<file path="src/rtl/adc_timing_pkg.sv">
// Shared types and the scale-to-period table for ADC sample timing.
// Used by the sample timer and by any controller that needs the same period map.
package adc_timing_pkg;

  typedef enum logic [1:0] {
    S_IDLE  = 2'd0,
    S_ARMED = 2'd1,
    S_RUN   = 2'd2,
    S_DONE  = 2'd3
  } state_t;

  typedef enum logic [1:0] {
    M_CONT  = 2'd0,
    M_BURST = 2'd1,
    M_TRIG  = 2'd2,
    M_RSVD  = 2'd3
  } mode_t;

  localparam int unsigned DEFAULT_PERIOD = 10000;

  // Table lookup, then clamp up to min_p and saturate to a cnt_w-bit field.
  function automatic logic [63:0] scale_to_period(
    input logic [31:0] scale,
    input logic [63:0] custom,
    input int unsigned cnt_w,
    input int unsigned min_p
  );
    logic [63:0] p;
    logic [63:0] lim;
    case (scale)
      32'd0:   p = custom;
      32'd1:   p = 64'd4;
      32'd2:   p = 64'd6;
      32'd3:   p = 64'd10;
      32'd4:   p = 64'd100;
      32'd5:   p = 64'd200;
      32'd6:   p = 64'd1000;
      32'd7:   p = 64'd2000;
      32'd8:   p = 64'd10000;
      32'd9:   p = 64'd20000;
      32'd10:  p = 64'd100000;
      32'd11:  p = 64'd200000;
      32'd12:  p = 64'd400000;
      32'd13:  p = 64'd1000000;
      32'd14:  p = 64'd2000000;
      32'd15:  p = 64'd4000000;
      32'd16:  p = 64'd10000000;
      default: p = 64'(DEFAULT_PERIOD);
    endcase
    if (p < 64'(min_p)) p = 64'(min_p);
    lim = (cnt_w >= 64) ? '1 : ((64'd1 << cnt_w) - 64'd1);
    if (p > lim) p = lim;
    return p;
  endfunction

endpackage

</file>
<file path="src/rtl/sample_period_lut.sv">
// Combinational scale/custom to period lookup, reusable by other controllers.
module sample_period_lut
  import adc_timing_pkg::*;
#(
  parameter int unsigned CNT_W      = 32,
  parameter int unsigned SCALE_W    = 5,
  parameter int unsigned MIN_PERIOD = 2
) (
  input  logic [SCALE_W-1:0] scale_i,
  input  logic [CNT_W-1:0]   custom_i,
  output logic [CNT_W-1:0]   period_o
);

  assign period_o = CNT_W'(scale_to_period(32'(scale_i), 64'(custom_i),
                                           CNT_W, MIN_PERIOD));

endmodule

</file>
<file path="src/rtl/adc_sample_timer.sv">
// Periodic ADC sample strobe with continuous, burst and triggered-burst modes.
// Period changes are applied only on tick cycles so no period is ever cut short.
module adc_sample_timer
  import adc_timing_pkg::*;
#(
  parameter int unsigned CNT_W      = 32,
  parameter int unsigned SCALE_W    = 5,
  parameter int unsigned BURST_W    = 16,
  parameter int unsigned MIN_PERIOD = 2
) (
  input  logic               clk,
  input  logic               rst,
  input  logic               enable,
  input  logic               start,
  input  logic               stop,
  input  logic [1:0]         mode,
  input  logic [SCALE_W-1:0] scale_in,
  input  logic [CNT_W-1:0]   custom_period,
  input  logic [BURST_W-1:0] burst_len,
  input  logic               trig_in,
  output logic               sample_tick,
  output logic               busy,
  output logic               done,
  output logic [CNT_W-1:0]   period_active
);

  state_t             state_q, state_d;
  logic [CNT_W-1:0]   cnt_q, cnt_d;
  logic [CNT_W-1:0]   per_q, per_d;
  logic [BURST_W-1:0] rem_q, rem_d;
  logic               burst_q, burst_d;
  logic               trig_s_q, trig_p_q;

  logic [CNT_W-1:0]   period;
  logic [BURST_W-1:0] blen_eff;
  mode_t              mode_e;
  logic               abort;
  logic               rise;
  logic               tick_w;
  logic               done_w;

  sample_period_lut #(
    .CNT_W      (CNT_W),
    .SCALE_W    (SCALE_W),
    .MIN_PERIOD (MIN_PERIOD)
  ) u_lut (
    .scale_i  (scale_in),
    .custom_i (custom_period),
    .period_o (period)
  );

  assign mode_e   = mode_t'(mode);
  assign blen_eff = (burst_len == '0) ? BURST_W'(1) : burst_len;
  assign abort    = stop | ~enable;
  assign rise     = trig_s_q & ~trig_p_q;

  always_comb begin
    state_d = state_q;
    cnt_d   = cnt_q;
    per_d   = per_q;
    rem_d   = rem_q;
    burst_d = burst_q;
    tick_w  = 1'b0;
    done_w  = 1'b0;
    unique case (state_q)
      S_IDLE: begin
        if (!abort && start) begin
          burst_d = (mode_e == M_BURST) || (mode_e == M_TRIG);
          if (mode_e == M_TRIG) begin
            state_d = S_ARMED;
          end else begin
            state_d = S_RUN;
            per_d   = period;
            cnt_d   = period - CNT_W'(1);
            rem_d   = blen_eff;
          end
        end
      end
      S_ARMED: begin
        if (abort) begin
          state_d = S_IDLE;
          per_d   = '0;
        end else if (rise) begin
          state_d = S_RUN;
          per_d   = period;
          cnt_d   = period - CNT_W'(1);
          rem_d   = blen_eff;
        end
      end
      S_RUN: begin
        if (abort) begin
          state_d = S_IDLE;
          cnt_d   = '0;
          per_d   = '0;
          rem_d   = '0;
        end else if (cnt_q == '0) begin
          tick_w = 1'b1;
          per_d  = period;
          cnt_d  = period - CNT_W'(1);
          if (burst_q) begin
            rem_d = rem_q - BURST_W'(1);
            if (rem_q == BURST_W'(1)) begin
              state_d = S_DONE;
              done_w  = 1'b1;
            end
          end
        end else begin
          cnt_d = cnt_q - CNT_W'(1);
        end
      end
      S_DONE: begin
        state_d = S_IDLE;
      end
      default: state_d = S_IDLE;
    endcase
  end

  always_ff @(posedge clk or posedge rst) begin
    if (rst) begin
      state_q  <= S_IDLE;
      cnt_q    <= '0;
      per_q    <= '0;
      rem_q    <= '0;
      burst_q  <= 1'b0;
      trig_s_q <= 1'b0;
      trig_p_q <= 1'b0;
    end else begin
      state_q  <= state_d;
      cnt_q    <= cnt_d;
      per_q    <= per_d;
      rem_q    <= rem_d;
      burst_q  <= burst_d;
      trig_s_q <= trig_in;
      trig_p_q <= trig_s_q;
    end
  end

  assign sample_tick   = tick_w;
  assign done          = done_w;
  assign busy          = ((state_q == S_ARMED) || (state_q == S_RUN)) & ~done_w;
  assign period_active = per_q;

endmodule

</file>
<file path="config.mk">
export PLATFORM = sky130hd
export DESIGN_NAME = adc_sample_timer
export DESIGN_NICKNAME = d
export VERILOG_FILES = /design/src/rtl/adc_timing_pkg.sv /design/src/rtl/sample_period_lut.sv /design/src/rtl/adc_sample_timer.sv
export SDC_FILE = /design/constraint.sdc
export NUM_CORES = 1
export LEC_CHECK = 0
export CORE_ASPECT_RATIO = 0.75
export CORE_UTILIZATION = 40
export DETAILED_ROUTE_END_ITERATION = 8
export HOLD_SLACK_MARGIN = 0.12
export PLACE_DENSITY_LB_ADDON = 0.05
export SYNTH_ARGS = -nofsm -noshare
export SYNTH_HDL_FRONTEND = slang
export SYNTH_SLANG_ARGS = --single-unit
export TNS_END_PERCENT = 100
</file>
<file path="constraint.sdc">
create_clock -name clk -period 4.3 [get_ports clk]
set_input_delay 0.43 -clock clk [delete_from_list [all_inputs] [get_ports clk]]
set_output_delay 0.43 -clock clk [all_outputs]
set_load 0.02 [all_outputs]
</file>
=== After elaboration in Yosys (flattened, before gate mapping) ===
Cells that the tools add are included.

* Flip-flop bits (word level): 85
* Input port bits: 61

* Add/subtract/negate cells: 3
* Magnitude comparators: 2
* Equality and inequality tests: 29
* Mux-type cells: 43
* Bitwise gates (word level): 6
* Reductions and logical operators: 14

{| class="wikitable"
|+ Operator list
! kind !! number
|-
| 32-bit one-hot mux with 16 select lines || 1
|-
| 32-bit two-way mux || 14
|-
| 32-bit one-hot mux with 3 select lines || 2
|-
| 16-bit two-way mux || 8
|-
| 32-bit by 1-bit subtractor with 32-bit output, second input constant || 2
|-
| 16-bit one-hot mux with 3 select lines || 1
|-
| 5-bit by 4-bit equality test with 1-bit output, second input constant || 7
|-
| 32-bit greater-than comparator, second input constant || 1
|-
| 32-bit zero test || 1
|-
| 32-bit by 2-bit less-than comparator with 1-bit output, second input constant || 1
|-
| 5-bit by 3-bit equality test with 1-bit output, second input constant || 4
|-
| 16-bit by 1-bit equality test with 1-bit output, second input constant || 1
|-
| 16-bit zero test || 1
|-
| 2-bit two-way mux || 8
|-
| 16-bit by 1-bit subtractor with 16-bit output, second input constant || 1
|-
| 5-bit AND reduction || 3
|-
| 3-bit inequality test, second input constant || 4
|-
| 5-bit by 2-bit equality test with 1-bit output, second input constant || 2
|-
| 1-bit two-way mux || 8
|-
| 2-bit inequality test, second input constant || 4
|-
| 2-bit one-hot mux with 4 select lines || 1
|-
| 7-bit AND reduction || 1
|-
| 2-bit equality test, second input constant || 3
|-
| 5-bit by 1-bit equality test with 1-bit output, second input constant || 1
|-
| 12 further kinds || 17
|}

=== Depth between registers and ports, before layout ===
Gate-level depths: netlist of the first run.

* Word-level depth: 10
* Gate-level depth with buffers: 16
* Gate-level depth less buffers: 13

=== Modules after synthesis ===
Synthesis of the first run repeated with hierarchy kept, for this count alone.

* Cells, all modules: 782
* Area, all modules: 6120.9 um^2

{| class="wikitable"
|+ Modules (own cells, without submodules)
! module !! instances !! cells an instance !! area each (um^2)
|-
| adc_sample_timer || 1 || 641 || 5278.8
|-
| sample_period_lut || 1 || 141 || 842.1
|}

=== Worst setup path before layout of the first run ===
OpenSTA, ideal clock, no wires.

* Kind: input to register
* From: in scale_in[1]
* To: reg cnt_q[28]
* Library setup time: 0.076 ns
* Arrival time: 3.922 ns
* Required time: 4.224 ns
* Slack: 0.301 ns
* Stages: 16
* Path buffers: 4
* Path through: buf_4 -> buf_2 -> clkbuf_1 -> o21ai_0 -> and3_1 -> buf_2 -> or3_1 -> or4_1 -> nand3_1 -> ha_1 -> nand3b_1 -> nor4_2 -> nand2_1 -> nor4_1 -> mux2_2 -> o21ai_1

* Longest elaborated chain between the ends: 10

{| class="wikitable"
|+ Ends and longest elaborated chain
! what !! line !! RTL
|-
| start, declared || adc_sample_timer.sv:17 || <nowiki>input logic [SCALE_W-1:0] scale_in,</nowiki>
|-
| 5-bit equality test, or another cell as far along || adc_timing_pkg.sv:30 || <nowiki>case (scale)</nowiki>
|-
| 32-bit one-hot mux with 16 select lines (*) || adc_timing_pkg.sv:30 ||
|-
| 32-bit by 2-bit less-than comparator with 1-bit output || adc_timing_pkg.sv:50 || <nowiki>if (p < 64'(min_p)) p = 64'(min_p);</nowiki>
|-
| 32-bit two-way mux (*) || adc_timing_pkg.sv:50 ||
|-
| 32-bit greater-than comparator || adc_timing_pkg.sv:52 || <nowiki>if (p > lim) p = lim;</nowiki>
|-
| 32-bit two-way mux (*) || adc_timing_pkg.sv:52 ||
|-
| 32-bit by 1-bit subtractor with 32-bit output (*) || adc_sample_timer.sv:74, adc_sample_timer.sv:86, adc_sample_timer.sv:99 ||
|-
| 32-bit two-way mux (on tied branches) || adc_sample_timer.sv:96, adc_sample_timer.sv:69, adc_sample_timer.sv:83 ||
|-
| 32-bit two-way mux (on tied branches) || adc_sample_timer.sv:91, adc_sample_timer.sv:67, adc_sample_timer.sv:80 ||
|-
| 32-bit one-hot mux with 3 select lines (*) || adc_sample_timer.sv:65 || <nowiki>unique case (state_q)</nowiki>
|-
| end signal, assigned || adc_sample_timer.sv:129 || <nowiki>cnt_q <= cnt_d;</nowiki>
|-
| end, declared || adc_sample_timer.sv:28 || <nowiki>logic [CNT_W-1:0] cnt_q, cnt_d;</nowiki>
|}

Mark *: on every way between the ends. The rest lies on a longest branch, timed or not. The select of a mux whose other input is x is not followed.
A chain may end at the register's enable or synchronous reset.

=== Final worst setup path of the first run ===
* From: in scale_in[1]
* To: reg cnt_q[26]

Same word-level chain as after synthesis.

==> results.yml, run 1 <==
finish:
  seqCellArea_mm2: 0.00213
  antenna-diode-count: 0
  syn_to_final_growth_pct: 31.5
  layout-drive-gt1-share_pct: 13.3
  instances_no_fill: 1084
  final_area_mm2: 0.00796
  multi_input_area_mm2: 0.00365
  fin_nets: 951
  fillCellCount: 1385
synth:
  yosys.area.top_type: "dfrtp_1"
  ys.flop_type: "dfrtp_1"
  synth_common_cells: "95 x o21ai_0, 85 x dfrtp_1, 80 x nor2_1, 61 x nand2_1, 52 x a21oi_1"
  ys_async_sr_fraction_pct: 100
  synth_area_per_cell_um2: 8.17
  yosysUniqueCellTypes: 75
  synthTopCellsByArea: "dfrtp_1 35%, o21ai_0 7.9%, nor2_1 5.0%"
  synth_edf_count: 0
  synthMostInstantiatedCell: "o21ai_0"
  yosysSeqAreaShare_pct: 35.1
  synth_area_mm2: 0.00605
  yosysWarnings: 0
  synth_seq_cells: 85
  syn_inst: 741
  synth_top_area_share_pct: 35.1
  syn-num-nets: 812
timing:
  relSlewSlack_pct: 38.5
  hold_viol: 0
  tightest_slew_ns: 0.913
  period_minus_slack_ns: 4.03
  slew_violations: 0
  post-route-period-util_pct: 93.7
  finalSetupViolCount: 0
  finClkSkew_ns: 0.00717
  fmax_mhz: 248
  rsz0062_at_grt: "false"
clock_tree:
  path_clk_slew_ns: 0.07
  htree_levels: 3
  clock-sinks: 85
  clk-insertion-delay-late_ns: 0.34
  cts-root-buf: "clkbuf_16"
  hold_buffers: 0
  cts_tree: "yes"
  cts_made_buffers: 9
  cts_buffer_depth: 2
setup_path:
  worstSetupPathType: "in2reg"
  crit_path_end_kind: "flop"
  cp_max_fo: 6
  required_ns: 4.52
  crit_arrival_ns: 4.25
  slowest_delay_ns: 0.58
  path_cells: "clkdlybuf4s50_1, or3_1, a211oi_1, o211a_1, nand4_1, or4_1, nand3_1, ha_1, nand3b_1, nor4_2, nand2_1, buf_4, nor4_1, a2bb2oi_1, o31ai_1"
  startpoint_type: "primary input"
  cpMaxStageDelayCell: "or4_1"
power_and_ir_drop:
  p_int_mw: 2.48
  power_frac_seq_pct: 29.1
  leakagePower_nw: 3.22
  pwr-share-comb_pct: 52.1
  clock_power_share_pct: 18.8
  pwr_density_cell_mw_per_mm2: 563
  peakVddDrop_mv: 0.361
  finalPower_mw: 4.48
  swShare_pct: 44.6
  p_sw_mw: 2.00
route:
  drtIter0Drc: 799
  ant_nets: 0
  wl_met1_um: 10400
  dr_total_vias: 6520
  wl_met3_um: 2030
  viasPerCell: 6.01
  drc: 0
  routed.top_layer: "met4"
  wl_um: 20600
  wire_per_inst_um: 19.0
  wl_met2_um: 7940
  first_pass_iters: 8
grt:
  grt_pass1_wl_um: 32900
  globalRouteOverflowTotal: 0
  antenna_found_initial: 0
  track_usage_pct: 27.9
  grt_max_degree: 47
  first_global_vias: 5981
placed_design:
  dp_cells: 1069
  dp_hpwl_um: 15900
  port_buffers: 95
  gp_congestion: 0.962
  dpl-instance-area_mm2: 0.00763
die:
  start_util_pct: 41.5
  core_area_mm2: 0.0146
  die_width_um: 144
  io_pins: 96
  dieArea_mm2: 0.0156
  fp-row-count: 38
  die_y_um: 109
worst_hold_path:
  min_path_type: "in2async"
status:
  outcome: "completed"
job:
  max_cap_violations: 0
==> placed cells by master (no fill, tap or decap), types with 5 or more instances in the layout <==
| master | n |
|---|---|
| o21ai_0 | 95 |
| clkdlybuf4s50_1 | 92 |
| dfrtp_1 | 85 |
| nor2_1 | 80 |
| buf_4 | 78 |
| nand2_1 | 61 |
| a21oi_1 | 52 |
| nor3_1 | 27 |
| nor4_1 | 25 |
| a22o_1 | 23 |
| inv_1 | 17 |
| nand3_1 | 15 |
| xnor2_1 | 12 |
| xor2_1 | 12 |
| a32oi_1 | 11 |
| o211ai_1 | 11 |
| or3_1 | 11 |
| nor2b_1 | 10 |
| ha_1 | 10 |
| nand2b_1 | 9 |
| clkbuf_16 | 9 |
| nand4_1 | 8 |
| or4_1 | 7 |
| or2_2 | 7 |
| a22oi_1 | 7 |
| and2_1 | 5 |
| o221ai_1 | 5 |
| o31ai_1 | 5 |
==> per-layer routing <==
layer	track usage, %	vias up
met1	43.8	3091
met2	36.9	322
li1	-	3074
met3	6.95	33
met4	6.99	0
met5	0	-
==> area by class of cell <==
class,instances,area share (%)
clock buffer,11,3.05
tap,200,3.14
inverter,18,0.865
sequential,85,26.7
multi-input combinational,593,45.9
timing repair buffer,173,19.4
clock inverter,4,0.912
==> cells by family (layout without fill, tap and decap cells) <==
family	after synthesis	after routing	share of synthesized area, %
AND/OR/NAND/NOR	298	298	26.1
AO/OA/AOI/OAI	259	259	28.3
flip-flops	85	85	35.1
buffers and inverters	63	206	4.57
XOR/XNOR	24	24	3.47
adder cells (fa/ha/maj)	10	10	2.07
multiplexers	2	2	0.351
==> worst max-delay path, delay by kind of cell <==
family / cells / cell delay [ns]
adders and majority gates: 1 / 0.19
AOI/OAI and AO/OA: 4 / 0.92
buffers and inverters: 2 / 0.69
and+or+nand+nor: 8 / 2.02
==> worst paths after layout <==
check	endpoint	slack, ns	startpoint	cells after the start
min in group clk	trig_p_q$_DFF_PP0_	0.40	trig_s_q$_DFF_PP0_	0
min	trig_p_q$_DFF_PP0_	0.30	rst	2
max in group asynchronous	period_active[17]$_DFFE_PP0P_	3.18	rst	3
max reg2reg	period_active[29]$_DFFE_PP0P_	0.89	cnt_q[14]$_DFFE_PP0P_	8
max	cnt_q[26]$_DFFE_PP0P_	0.27	scale_in[1]	15
min reg2reg	trig_p_q$_DFF_PP0_	0.40	trig_s_q$_DFF_PP0_	0
==> stage by stage <==
step | utilization [%] | setup TNS [ns] | setup slack, ns | hold slack [ns]
CTS | 54.4 | 0 | 0.257 | 0.289
global route | 54.5 | 0 | 0.0388 | 0.308
detailed placement | 52.3 | -0.444 | -0.107 | 0.386
global placement | 52.3 | -0.0328 | -0.0190 | 0.379
floorplan | - | 0 | 0.301 | 0.354
finish | 54.5 | 0 | 0.272 | 0.296
==> sequential cells by signal, indices dropped and copies added, names as in the netlist <==
name and cells:
rem_q 16, period_active 32, state_q 2, cnt_q 32, trig_s_q 1, burst_q 1, trig_p_q 1
==> power by group through the flow <==
stage | clock network (mW) | registers, mW | logic [mW]
global placement | 0 | 1.30 | 2.27
floorplan | 0 | 1.38 | 1.41
detailed placement | 0 | 1.31 | 2.30
CTS | 0.864 | 1.30 | 2.32
global route | 0.899 | 1.35 | 2.59
finish | 0.842 | 1.31 | 2.34
==> repair_timing <==
item | in CTS | in global routing
buffers inserted | 0 | 0
endpoints found under the setup margin | 0 | 3
resized for setup | 0 | 4
Power figures use the tool's default switching activity.
==> inputs of run 2 (changes only) <==
--- a/config.mk
+++ b/config.mk
@@ -10,6 +10,7 @@
 export DETAILED_ROUTE_END_ITERATION = 8
 export HOLD_SLACK_MARGIN = 0.12
 export PLACE_DENSITY_LB_ADDON = 0.05
+export RECOVER_POWER = 100
 export SYNTH_ARGS = -nofsm -noshare
 export SYNTH_HDL_FRONTEND = slang
 export SYNTH_SLANG_ARGS = --single-unit
==> run 2 against run 1 <==
  * The run now ends with capacitance limit, slew limit left
  * Sequential share of layout area increased by 0.23 points
  * Die area unchanged
  * Final area decreased by 0.85%
  * Via count decreased by 0.51%
  * Clock power about the same
  * Largest power group unchanged
  * Highest routed layer unchanged
==> results.yml, run 2 (synthesis gave the netlist of run 1 again) <==
finish:
  multi_input_area_mm2: 0.00361
  layout_commonest_cell: "o21ai_0"
  layout-drive-gt1-share_pct: 12.4
  antenna-diode-count: 0
  seqCellArea_mm2: 0.00213
  final_cell_mix: "96 x o21ai_0, 85 x dfrtp_1, 80 x nor2_1"
  syn_to_final_growth_pct: 30.4
  fillCellCount: 1402
  fin_nets: 951
clock_tree:
  clk-insertion-delay-late_ns: 0.34
  cts_buffer_depth: 2
  clock-sinks: 85
  path_clk_slew_ns: 0.06
  hold_buffers: 0
  cts_tree: "yes"
  cts-root-buf: "clkbuf_16"
  htree_levels: 3
  cts_made_buffers: 9
die:
  die_width_um: 144
  io_pins: 96
  core_area_mm2: 0.0146
  die_y_um: 109
  start_util_pct: 41.5
  dieArea_mm2: 0.0156
  fp-row-count: 38
power_and_ir_drop:
  peakVddDrop_mv: 0.352
  pwr_density_cell_mw_per_mm2: 554
  leakagePower_nw: 3.29
setup_path:
  crit_arrival_ns: 4.29
  worstSetupPathType: "in2reg"
  cp_max_fo: 6
  slowest_delay_ns: 0.58
  critPathTopFamily: "simple AND/OR/NAND/NOR gates"
  startpoint_type: "primary input"
  worst-path-buf-inv: 1
  crit_path_end_kind: "flop"
  required_ns: 4.56
  cpMaxStageDelayCell: "or4_1"
  path_cells: "clkdlybuf4s50_1, or3_1, a211oi_1, o211a_1, nand4_1, or4_1, nand3_1, ha_1, nand3b_1, nor4_2, nand2_1, nor4_1, mux2_2, o21ai_0"
timing:
  tightest_slew_ns: 2.52
  hold_viol: 0
  period_minus_slack_ns: 4.03
  slew_violations: 81
  fmax_mhz: 248
  post-route-period-util_pct: 93.7
  timing.hold.ws_ns: 0.399
  setup_tns_ns: 0
  rsz0062_at_grt: "false"
  relSlewSlack_pct: -68.3
  timing.final.ws_setup_ns: 0.270
  finalSetupViolCount: 0
  finClkSkew_ns: 0.00474
placed_design:
  port_buffers: 95
  pre_cts_ws_ns: -0.107
  dp_hpwl_um: 15900
  gp_congestion: 0.962
status:
  violations: "capacitance limit, slew limit"
  outcome: "finished, violations left"
job:
  max_cap_violations: 2
worst_hold_path:
  min_path_type: "reg2reg"
route:
  wl_um: 20600
  dr_total_vias: 6487
  drtIter0Drc: 822
  drc: 0
  wire_per_inst_um: 19.0
  first_pass_iters: 5
  viasPerCell: 5.98
  ant_nets: 0
grt:
  grt_pass1_wl_um: 32900
  globalRouteOverflowTotal: 0
  track_usage_pct: 27.9
  antenna_found_initial: 0
  grt_max_degree: 47
  first_global_vias: 5981
==> run 2: cell count changes in the layout (fill, tap and decap cells not counted), sizes merged <==
cell           change
buf                -9
clkbuf             +9
clkdlybuf4s50     -38
clkinv             -1
clkinvlp           +1
dlygate4sd3       +38
==> run 2: path summary, 6_finish.rpt <==
path,from,end,slack (ns),cells past startpoint
setup / recovery,scale_in[1],cnt_q[28]$_DFFE_PP0P_,0.27,14
hold / removal,trig_s_q$_DFF_PP0_,trig_p_q$_DFF_PP0_,0.40,0
setup reg to reg,cnt_q[26]$_DFFE_PP0P_,period_active[29]$_DFFE_PP0P_,0.43,8
hold reg to reg,trig_s_q$_DFF_PP0_,trig_p_q$_DFF_PP0_,0.40,0
max in group asynchronous,rst,period_active[17]$_DFFE_PP0P_,1.12,3
min in group asynchronous,rst,trig_p_q$_DFF_PP0_,0.50,2
==> run 2: layout make-up <==
class                      instances  area share [%]
clock buffer                      11            3.08
clock inverter                     4           0.919
inverter                          18           0.872
multi-input combinational        593            45.8
sequential                        85            26.9
tap                              200            3.17
timing repair buffer             173            19.2
==> run 2: report_power, final <==
part,internal [mW],switching (mW)
Sequential,1.09,0.217
Clock,0.521,0.322
Combinational,0.803,1.43
Total,2.41,1.96
==> run 2: metrics by stage <==
stage / area [µm²] / total power [mW] / utilization, % / cells
global route: 7890 / 4.73 / 54.1 / 1084
global placement: 7630 / 3.58 / 52.3 / 1069
CTS: 7950 / 4.48 / 54.4 / 1084
floorplan: 6050 / 2.79 / - / 741
detailed placement: 7630 / 3.61 / 52.3 / 1069
finish: 7890 / 4.37 / 54.1 / 1084
==> run 2: routing by layer <==
metal | track usage, % | vias up | share of wire, %
met5 | 0 | - | 0
met4 | 6.99 | 0 | 1.4
met3 | 6.95 | 25 | 9.0
met2 | 36.9 | 288 | 39
met1 | 43.8 | 3103 | 51
li1 | - | 3071 | -
==> run 2: what timing repair did <==
item | CTS | global route
resized for setup | 0 | 4
setup endpoints to repair | 0 | 3
setup buffers | 0 | 0
